File: config.mk
export PLATFORM = sky130hd
export DESIGN_NAME = max_scan_sequencer_flat
export DESIGN_NICKNAME = d
export VERILOG_FILES = /design/src/rtl/max_scan_if.sv /design/src/rtl/max_scan_sequencer.sv /design/src/flat_wrapper.sv
export SDC_FILE = /design/constraint.sdc
export NUM_CORES = 1
export LEC_CHECK = 0
export CORE_ASPECT_RATIO = 0.9
export CORE_MARGIN = 2
export CORE_UTILIZATION = 35
export CTS_BUF_LIST = sky130_fd_sc_hd__clkbuf_4 sky130_fd_sc_hd__clkbuf_8 sky130_fd_sc_hd__clkbuf_16
export DETAILED_ROUTE_END_ITERATION = 6
export PLACE_DENSITY = 0.58
export SLEW_MARGIN = 10
export SYNTH_ARGS = -nofsm -noshare
export SYNTH_HDL_FRONTEND = slang
export SYNTH_SLANG_ARGS = --single-unit
File: constraint.sdc
create_clock -name clk -period 8.8 [get_ports clk]
set_input_delay 1.76 -clock clk [delete_from_list [all_inputs] [get_ports clk]]
set_output_delay 1.76 -clock clk [all_outputs]
set_load 0.05 [all_outputs]
File: src/rtl/max_scan_if.sv
// Bundle between a host and the max-scan sequencer: buffer write port,
// scan request, and result/status signals.
interface max_scan_if #(
  parameter int WIDTH = 16,
  parameter int DEPTH = 8,
  parameter int IDX_W = 3
);
  logic             wr_en;
  logic [IDX_W-1:0] wr_idx;
  logic [WIDTH-1:0] wr_data;
  logic             start;
  logic [IDX_W:0]   count;
  logic             busy;
  logic             done;
  logic [WIDTH-1:0] max_val;
  logic [IDX_W-1:0] max_idx;
  logic [1:0]       state_dbg;

  // Handshake: start is a request taken only while idle (no ready signal, no
  // queuing); busy covers the scan; done is a one-cycle valid for max_val/max_idx.
  modport master (
    output wr_en, wr_idx, wr_data, start, count,
    input  busy, done, max_val, max_idx, state_dbg
  );

  modport slave (
    input  wr_en, wr_idx, wr_data, start, count,
    output busy, done, max_val, max_idx, state_dbg
  );
endinterface

File: src/rtl/max_scan_sequencer.sv
// Finds the largest entry (and its index) of a small buffer using a single
// compare stage stepped over the entries by a sequencer.
module max_scan_sequencer #(
  parameter int WIDTH = 16,
  parameter int DEPTH = 8,
  parameter int IDX_W = 3
) (
  input logic       clk,
  input logic       rst,
  max_scan_if.slave bus
);
  localparam logic [1:0] ST_IDLE = 2'd0;
  localparam logic [1:0] ST_INIT = 2'd1;
  localparam logic [1:0] ST_SCAN = 2'd2;
  localparam logic [1:0] ST_DONE = 2'd3;

  localparam logic [IDX_W:0] DEPTH_C = (IDX_W + 1)'(DEPTH);
  localparam logic [IDX_W:0] ONE_C   = (IDX_W + 1)'(1);

  logic [1:0]       state_q, state_d;
  logic [IDX_W:0]   cnt_q, cnt_d;
  logic [IDX_W:0]   ptr_q, ptr_d;
  logic [WIDTH-1:0] max_val_q, max_val_d;
  logic [IDX_W-1:0] max_idx_q, max_idx_d;
  logic             busy_q, busy_d;
  logic             done_q, done_d;
  logic [WIDTH-1:0] buf_q [DEPTH];
  logic [WIDTH-1:0] buf_d [DEPTH];
  logic [WIDTH-1:0] cand;

  assign cand = buf_q[ptr_q[IDX_W-1:0]];

  always_comb begin
    state_d   = state_q;
    cnt_d     = cnt_q;
    ptr_d     = ptr_q;
    max_val_d = max_val_q;
    max_idx_d = max_idx_q;
    done_d    = 1'b0;
    buf_d     = buf_q;
    case (state_q)
      ST_IDLE: begin
        if (bus.wr_en) buf_d[bus.wr_idx] = bus.wr_data;
        if (bus.start) begin
          cnt_d   = (bus.count == '0 || bus.count > DEPTH_C) ? DEPTH_C : bus.count;
          state_d = ST_INIT;
        end
      end
      ST_INIT: begin
        max_val_d = buf_q[0];
        max_idx_d = '0;
        ptr_d     = ONE_C;
        state_d   = (cnt_q == ONE_C) ? ST_DONE : ST_SCAN;
      end
      ST_SCAN: begin
        // Strictly greater replaces the incumbent, so ties keep the lower index.
        if (cand > max_val_q) begin
          max_val_d = cand;
          max_idx_d = ptr_q[IDX_W-1:0];
        end
        ptr_d = ptr_q + ONE_C;
        if (ptr_q == cnt_q - ONE_C) state_d = ST_DONE;
      end
      ST_DONE: begin
        done_d  = 1'b1;
        state_d = ST_IDLE;
      end
      default: state_d = ST_IDLE;
    endcase
    busy_d = (state_d == ST_INIT) || (state_d == ST_SCAN);
  end

  always_ff @(posedge clk or posedge rst) begin
    if (rst) begin
      state_q   <= ST_IDLE;
      cnt_q     <= '0;
      ptr_q     <= '0;
      max_val_q <= '0;
      max_idx_q <= '0;
      busy_q    <= 1'b0;
      done_q    <= 1'b0;
      for (int i = 0; i < DEPTH; i++) buf_q[i] <= '0;
    end else begin
      state_q   <= state_d;
      cnt_q     <= cnt_d;
      ptr_q     <= ptr_d;
      max_val_q <= max_val_d;
      max_idx_q <= max_idx_d;
      busy_q    <= busy_d;
      done_q    <= done_d;
      for (int i = 0; i < DEPTH; i++) buf_q[i] <= buf_d[i];
    end
  end

  assign bus.busy      = busy_q;
  assign bus.done      = done_q;
  assign bus.max_val   = max_val_q;
  assign bus.max_idx   = max_idx_q;
  assign bus.state_dbg = state_q;
endmodule

File: src/flat_wrapper.sv
// flat-port wrapper written by rule: the top's interface ports become plain ports
module max_scan_sequencer_flat 
#(
  parameter int WIDTH = 16,
  parameter int DEPTH = 8,
  parameter int IDX_W = 3
)
  (clk, rst, bus_wr_en, bus_wr_idx, bus_wr_data, bus_start, bus_count, bus_busy, bus_done, bus_max_val, bus_max_idx, bus_state_dbg);
  max_scan_if #(.WIDTH(WIDTH), .DEPTH(DEPTH), .IDX_W(IDX_W)) bus_i ();
  input logic clk;
  input logic rst;
  input wire logic [$bits(bus_i.wr_en)-1:0] bus_wr_en;
  input wire logic [$bits(bus_i.wr_idx)-1:0] bus_wr_idx;
  input wire logic [$bits(bus_i.wr_data)-1:0] bus_wr_data;
  input wire logic [$bits(bus_i.start)-1:0] bus_start;
  input wire logic [$bits(bus_i.count)-1:0] bus_count;
  output wire logic [$bits(bus_i.busy)-1:0] bus_busy;
  output wire logic [$bits(bus_i.done)-1:0] bus_done;
  output wire logic [$bits(bus_i.max_val)-1:0] bus_max_val;
  output wire logic [$bits(bus_i.max_idx)-1:0] bus_max_idx;
  output wire logic [$bits(bus_i.state_dbg)-1:0] bus_state_dbg;
  assign bus_i.wr_en = bus_wr_en;
  assign bus_i.wr_idx = bus_wr_idx;
  assign bus_i.wr_data = bus_wr_data;
  assign bus_i.start = bus_start;
  assign bus_i.count = bus_count;
  assign bus_busy = bus_i.busy;
  assign bus_done = bus_i.done;
  assign bus_max_val = bus_i.max_val;
  assign bus_max_idx = bus_i.max_idx;
  assign bus_state_dbg = bus_i.state_dbg;
  max_scan_sequencer #(.WIDTH(WIDTH), .DEPTH(DEPTH), .IDX_W(IDX_W)) u_core (.clk(clk), .rst(rst), .bus(bus_i));
endmodule
==> flow_summary.json, run 1 <==
{
  "routedWlPerCell_um": 19.6,
  "dp.cells": 855,
  "power.internal_mw": 2.35,
  "nNetsFinal": 634,
  "syn_inst": 529,
  "synth_seq_area_share_pct": 51.2,
  "numCtsBuffers": 17,
  "portBuffers": 49,
  "synth_top_area_share_pct": 51.2,
  "clockPowerShare_pct": 19.3,
  "drt_pass1_iterations": 6,
  "syn-num-nets": 580,
  "grt.total_usage_pct": 15.7,
  "num_vias": 4539,
  "switching_share_pct": 36.1,
  "max_freq_ghz": 0.234,
  "dieArea_mm2": 0.0234,
  "grt_overflow": 0,
  "crit_path_start": "u_core.ptr_q[0]",
  "slew_violations": 0,
  "min_path_type": "reg2reg",
  "clock_latency_ps": 430,
  "crit_path_end_kind": "flop",
  "cts_resized": 0,
  "net-switching-power_mw": 1.33,
  "drtIter0Drc": 162,
  "hold_viol": 0,
  "combPwrFrac_pct": 45.4,
  "synthArstFlopShare_pct": 100,
  "skew_ps": 14.8,
  "cts_hold_buf": 0,
  "drc": 0,
  "rr_startpoint": "u_core.ptr_q[0]",
  "netlist_area_mm2": 0.00777,
  "p_per_area_mw_per_mm2": 404,
  "maxCapViolCount": 0,
  "ys_ff_latch": 159,
  "seqPwrFrac_pct": 35.3,
  "post-dp-hpwl_um": 11300,
  "io_pins": 50,
  "regArea_mm2": 0.00398,
  "crit_type": "reg2reg",
  "synth.area.top_cells": "dfrtp_1 51%, mux2_2 21%, mux4_2 5.5%",
  "max_slew_margin_pct": 27.0,
  "tightest_slew_ps": 1100,
  "final_antenna_net_count": 0,
  "multi_input_area_mm2": 0.00352,
  "viasPerCell": 5.12,
  "crit_required_ps": 9110,
  "cts.sinks": 159,
  "instances_no_fill": 887,
  "synth_area_leader_cell": "dfrtp_1",
  "setup_viol": 0,
  "grt_pass1_wl_um": 28000,
  "utilization_pct": 42.1,
  "critPathArrivalTime_ps": 4580,
  "grt_pass1_vias": 4909,
  "syn2layout_area_growth_pct": 17.3,
  "grt_max_degree": 84,
  "htreeDepth": 4,
  "synth_flop_cell": "dfrtp_1",
  "placement_rows": 51,
  "die_x_um": 161,
  "drive_gt1_share_pct": 36.6,
  "core_area_mm2": 0.0217,
  "finalSetupTns_ps": 0,
  "root_buffer": "clkbuf_16",
  "power_leakage_nw": 3.91,
  "gp_congestion": 0.737,
  "worst_setup_path_start_kind": "flop",
  "synth_edf_count": 0,
  "post_cts_buffers": 0,
  "period_minus_slack_ps": 4270,
  "peakVddDrop_mv": 0.139,
  "finalCritPeriodShare_pct": 48.5,
  "die_y_um": 145,
  "cts_tree": "yes",
  "wirelength_um": 17400,
  "outcome": "finished, final reports clean",
  "clk_pin_slew_ps": 70,
  "holdPathStages": 1,
  "yosys_warnings": 0,
  "critical_path.max_fanout": 27,
  "hp-start": "u_core.buf_q[37]",
  "synth_cell_types": 44,
  "fillers": 2019,
  "rsz0062_at_grt": "false",
  "antenna_found_initial": 0,
  "start_util_pct": 35.8,
  "avgSynthCellArea_um2": 14.7,
  "diodes": 0,
  "r2r_cells": 9,
  "clock_path_buffers": 2
}
## logic make-up (layout without fill, tap and decap cells)
group           count (synthesis)  after routing  share of synthesized area, %
simple gates                   47             47                          3.11
xor+xnor                        7              7                         0.789
buf+inv                        53            120                          3.59
compound gates                 32             32                          2.82
flops                         159            159                          51.2
mux                           207            207                          34.7
fa+ha+maj                      24             24                          3.86
## final timing paths
check	end	slack, ps
max	u_core.bus.max_val[0]	4530
min	u_core.buf_q[37]	500
max reg2reg	u_core.bus.max_val[0]	4530
min reg2reg	u_core.buf_q[37]	500
max in group asynchronous	u_core.buf_q[51]	5410
min in group asynchronous	u_core.buf_q[16]	1840
## cell usage in the layout, fill, tap and decap left out, drive strengths merged, types with 2 or more instances in the layout
master and instances:
inv 29, ha 24, nand3 5, clkinv 7, nand4 4, nand2b 5
a31oi 2, o2bb2ai 3, nor3 4, a21oi 8, nor2 9, clkbuf 20
o21ai 9, mux2i 31, clkinvlp 2, nand2 13, clkdlybuf4s50 49, or3 2
dfrtp 159, mux2 144, xnor2 6, mux4 32, buf 12
## registers in the layout (all words and copies together) (netlist names)
name	cells
u_core.bus.busy	1
u_core.buf_q	128
u_core.bus.done	1
u_core.bus.max_idx	3
u_core.ptr_q	4
u_core.bus.state_dbg	2
u_core.cnt_q	4
u_core.bus.max_val	16
## cells in the mapped netlist (2+ instances only)
master / instances
or3_1: 2
nand3_1: 5
nor2_1: 9
nand2_1: 13
dfrtp_1: 159
inv_1: 27
mux4_4: 5
mux4_1: 8
nand4_1: 3
mux2_2: 144
buf_2: 11
mux4_2: 19
xnor2_1: 6
buf_1: 2
buf_6: 5
ha_1: 24
a31oi_1: 2
o2bb2ai_1: 3
nor3_1: 4
mux2i_1: 31
o21ai_0: 9
buf_4: 2
a21oi_1: 8
clkbuf_1: 4
nand2b_1: 5
## routing by layer
| layer | up-vias | share of wire (%) | global-route usage, % |
|---|---|---|---|
| li1 | 2059 | - | - |
| met1 | 2404 | 46 | 20.9 |
| met2 | 70 | 50 | 26.2 |
| met3 | 6 | 2.9 | 3.53 |
| met4 | 0 | 0.70 | 3.75 |
| met5 | - | 0 | 0 |
## cell type report
type,count,share of cell area (%)
inverters,27,1.17
clock buffers,20,5.05
flip-flops and latches,159,43.6
multi-input cells,317,38.6
well taps,291,3.99
clock inverters,12,1.19
repair buffers,61,6.36
## critical path, cell delays in order (launching register included)
cell	delay, ps
dfrtp_2	580
buf_4	520
mux4_4	700
mux2_2	300
ha_1	320
nand4_1	190
a2111o_1	410
a31oi_2	390
buf_4	350
mux2_2	360
## metrics by stage
step	setup slack, ps	cell area [um2]	hold slack (ps)	power [mW]
floorplan	2750	7770	471	2.59
detailed placement	4470	8550	486	3.00
global route	4240	9120	508	3.93
global placement	4520	8550	483	2.94
finish	4530	9120	500	3.68
CTS	4460	9120	502	3.72
## power by group through the flow
stage               clock, mW  combinational, mW  sequential (mW)
floorplan                   0               1.21             1.38
global placement            0               1.64             1.29
detailed placement          0               1.68             1.32
CTS                     0.729               1.69             1.30
global route            0.763               1.82             1.34
finish                  0.711               1.67             1.30
Note: power is estimated with default switching activity, not from simulation.
==> run 2: changes to the inputs <==
PLACE_DENSITY = 0.6   (was 0.58)
clock period = 3.9 ns   (was 8.8 ns; I/O delays follow)
==> run 2 against run 1 <==
Combinational power is 130% higher. Non-clock buffer count is 8 higher. Cell area is 1.2% higher. Critical endpoint is now u_core.bus.max_val[10]. Critical path depth is 1 higher.
==> flow_summary.json, run 2 (synthesis results as in run 1) <==
{
  "grt.total_usage_pct": 16.0,
  "max_slew_margin_pct": 24.3,
  "syn2layout_area_growth_pct": 18.8,
  "tightest_slew_ps": 1140,
  "post-dp-hpwl_um": 11700,
  "r2r_cells": 10,
  "holdPathStages": 1,
  "skew_ps": 10.7,
  "grt_pass1_vias": 4999,
  "viasPerCell": 5.09,
  "grt_pass1_wl_um": 28600,
  "finalSetupTns_ps": 0,
  "grt_overflow": 0,
  "num_vias": 4553,
  "crit_type": "reg2reg",
  "die_y_um": 145,
  "gp_congestion": 0.750,
  "drt_pass1_iterations": 4,
  "drc": 0,
  "crit_required_ps": 4250,
  "whs_endpoint": "u_core.buf_q[49]",
  "grt_max_degree": 94,
  "slowest_delay_ps": 650,
  "critPathArrivalTime_ps": 3990,
  "outcome": "finished, final reports clean",
  "clock_path_buffers": 2,
  "largest_reg_flops": 128,
  "place_area_mm2": 0.00864,
  "core_area_mm2": 0.0217,
  "fin_ws_ps": 258,
  "max_freq_ghz": 0.275,
  "crit_chain": "buf_4 -> mux4_1 -> mux2_2 -> ha_1 -> nor2b_1 -> o211ai_1 -> a2111o_1 -> a31oi_2 -> buf_4 -> mux2i_1",
  "drive_gt1_share_pct": 37.3,
  "setup_viol": 0,
  "post_cts_buffers": 0,
  "rr_startpoint": "u_core.ptr_q[0]",
  "worst-path-buf-inv": 2,
  "portBuffers": 49,
  "worstReg2RegEnd": "u_core.bus.max_val[10]",
  "final_antenna_net_count": 0,
  "die_x_um": 161,
  "worst_setup_path_start_kind": "flop",
  "diodes": 0,
  "final_area_mm2": 0.00923,
  "cts_tree": "yes",
  "critical_path.max_fanout": 15,
  "numCtsBuffers": 17,
  "final_cell_mix": "158 x dfrtp_1, 144 x mux2_2, 49 x clkdlybuf4s50_1",
  "min_path_type": "reg2reg",
  "worst_path_max_delay_cell": "dfrtp_2",
  "p_per_area_mw_per_mm2": 918,
  "cts_resized": 0,
  "crit_path_end_kind": "flop",
  "top_register": "u_core.buf_q",
  "peakVddDrop_mv": 0.389,
  "pre_cts_ws_ps": 239,
  "layout_commonest_cell": "dfrtp_1",
  "rrSetupSlack_ps": 260,
  "slew_violations": 0,
  "cts.sinks": 159,
  "finalCritPeriodShare_pct": 93.4,
  "start_util_pct": 35.8,
  "io_pins": 50,
  "dieArea_mm2": 0.0234,
  "nNetsFinal": 642,
  "routedWlPerCell_um": 19.9,
  "period_minus_slack_ps": 3640,
  "wirelength_um": 17800,
  "root_buffer": "clkbuf_16",
  "drtIter0Drc": 251,
  "maxCapViolCount": 0,
  "clock_latency_ps": 430,
  "path_common_cell": "buf_4",
  "hp-start": "u_core.buf_q[49]",
  "placement_rows": 51,
  "clk_pin_slew_ps": 60,
  "hold_viol": 0,
  "cts_hold_buf": 0,
  "rsz0062_at_grt": "false",
  "power_leakage_nw": 3.96,
  "antenna_found_initial": 0,
  "cp_top_family": "multiplexers",
  "htreeDepth": 4
}
## run 2: cell type report
type                    instances  area, um2
repair buffers                 69        666
well taps                     291        364
clock inverters                11        135
multi-input cells             317       3520
flip-flops and latches        159       3980
inverters                      27        105
fillers                      1983      12500
clock buffers                  20        460
## run 2: worst register-to-register path: stages, from the launching register on
cell and delay [ps]:
dfrtp_2 650, buf_4 340, mux4_1 590, mux2_2 300, ha_1 290, nor2b_1 130
o211ai_1 100, a2111o_1 410, a31oi_2 240, buf_4 280, mux2i_1 220
## run 2: report_power, final
group | internal [mW] | switching, mW
Combinational | 2.00 | 1.84
Sequential | 2.44 | 0.529
Clock | 0.986 | 0.683
Total | 5.43 | 3.05
## run 2: worst max path at each step
stage                     from                      to  slack (ps)  cells past startpoint
6_report       u_core.ptr_q[0]  u_core.bus.max_val[10]         260                     10
5_1_grt        u_core.ptr_q[0]  u_core.bus.max_val[12]          60                     10
4_1_cts        u_core.ptr_q[0]  u_core.bus.max_val[10]         230                     10
3_5_place_dp   u_core.ptr_q[0]  u_core.bus.max_val[10]         240                     10
3_3_place_gp   u_core.ptr_q[0]  u_core.bus.max_val[15]         330                     10
2_1_floorplan  u_core.ptr_q[0]   u_core.bus.max_val[0]         730                     11
## run 2: per-stage QoR
step | util [%] | hold slack, ps | instances | power, mW
CTS | 42.6 | 500 | 894 | 8.55
detailed placement | 39.8 | 487 | 863 | 6.85
finish | 42.6 | 501 | 894 | 8.47
global placement | 39.8 | 481 | 863 | 6.74
floorplan | - | 471 | 529 | 5.84
global route | 42.6 | 505 | 894 | 9.03
## run 2: per-layer routing
metal  wire length, um  global-route usage (%)  vias to the layer above
met5                 0                       0                        -
met4               329                    5.18                        0
li1                  -                       -                     2074
met2              8970                    27.0                       67
met1              8000                    20.7                     2394
met3               535                    3.31                       18
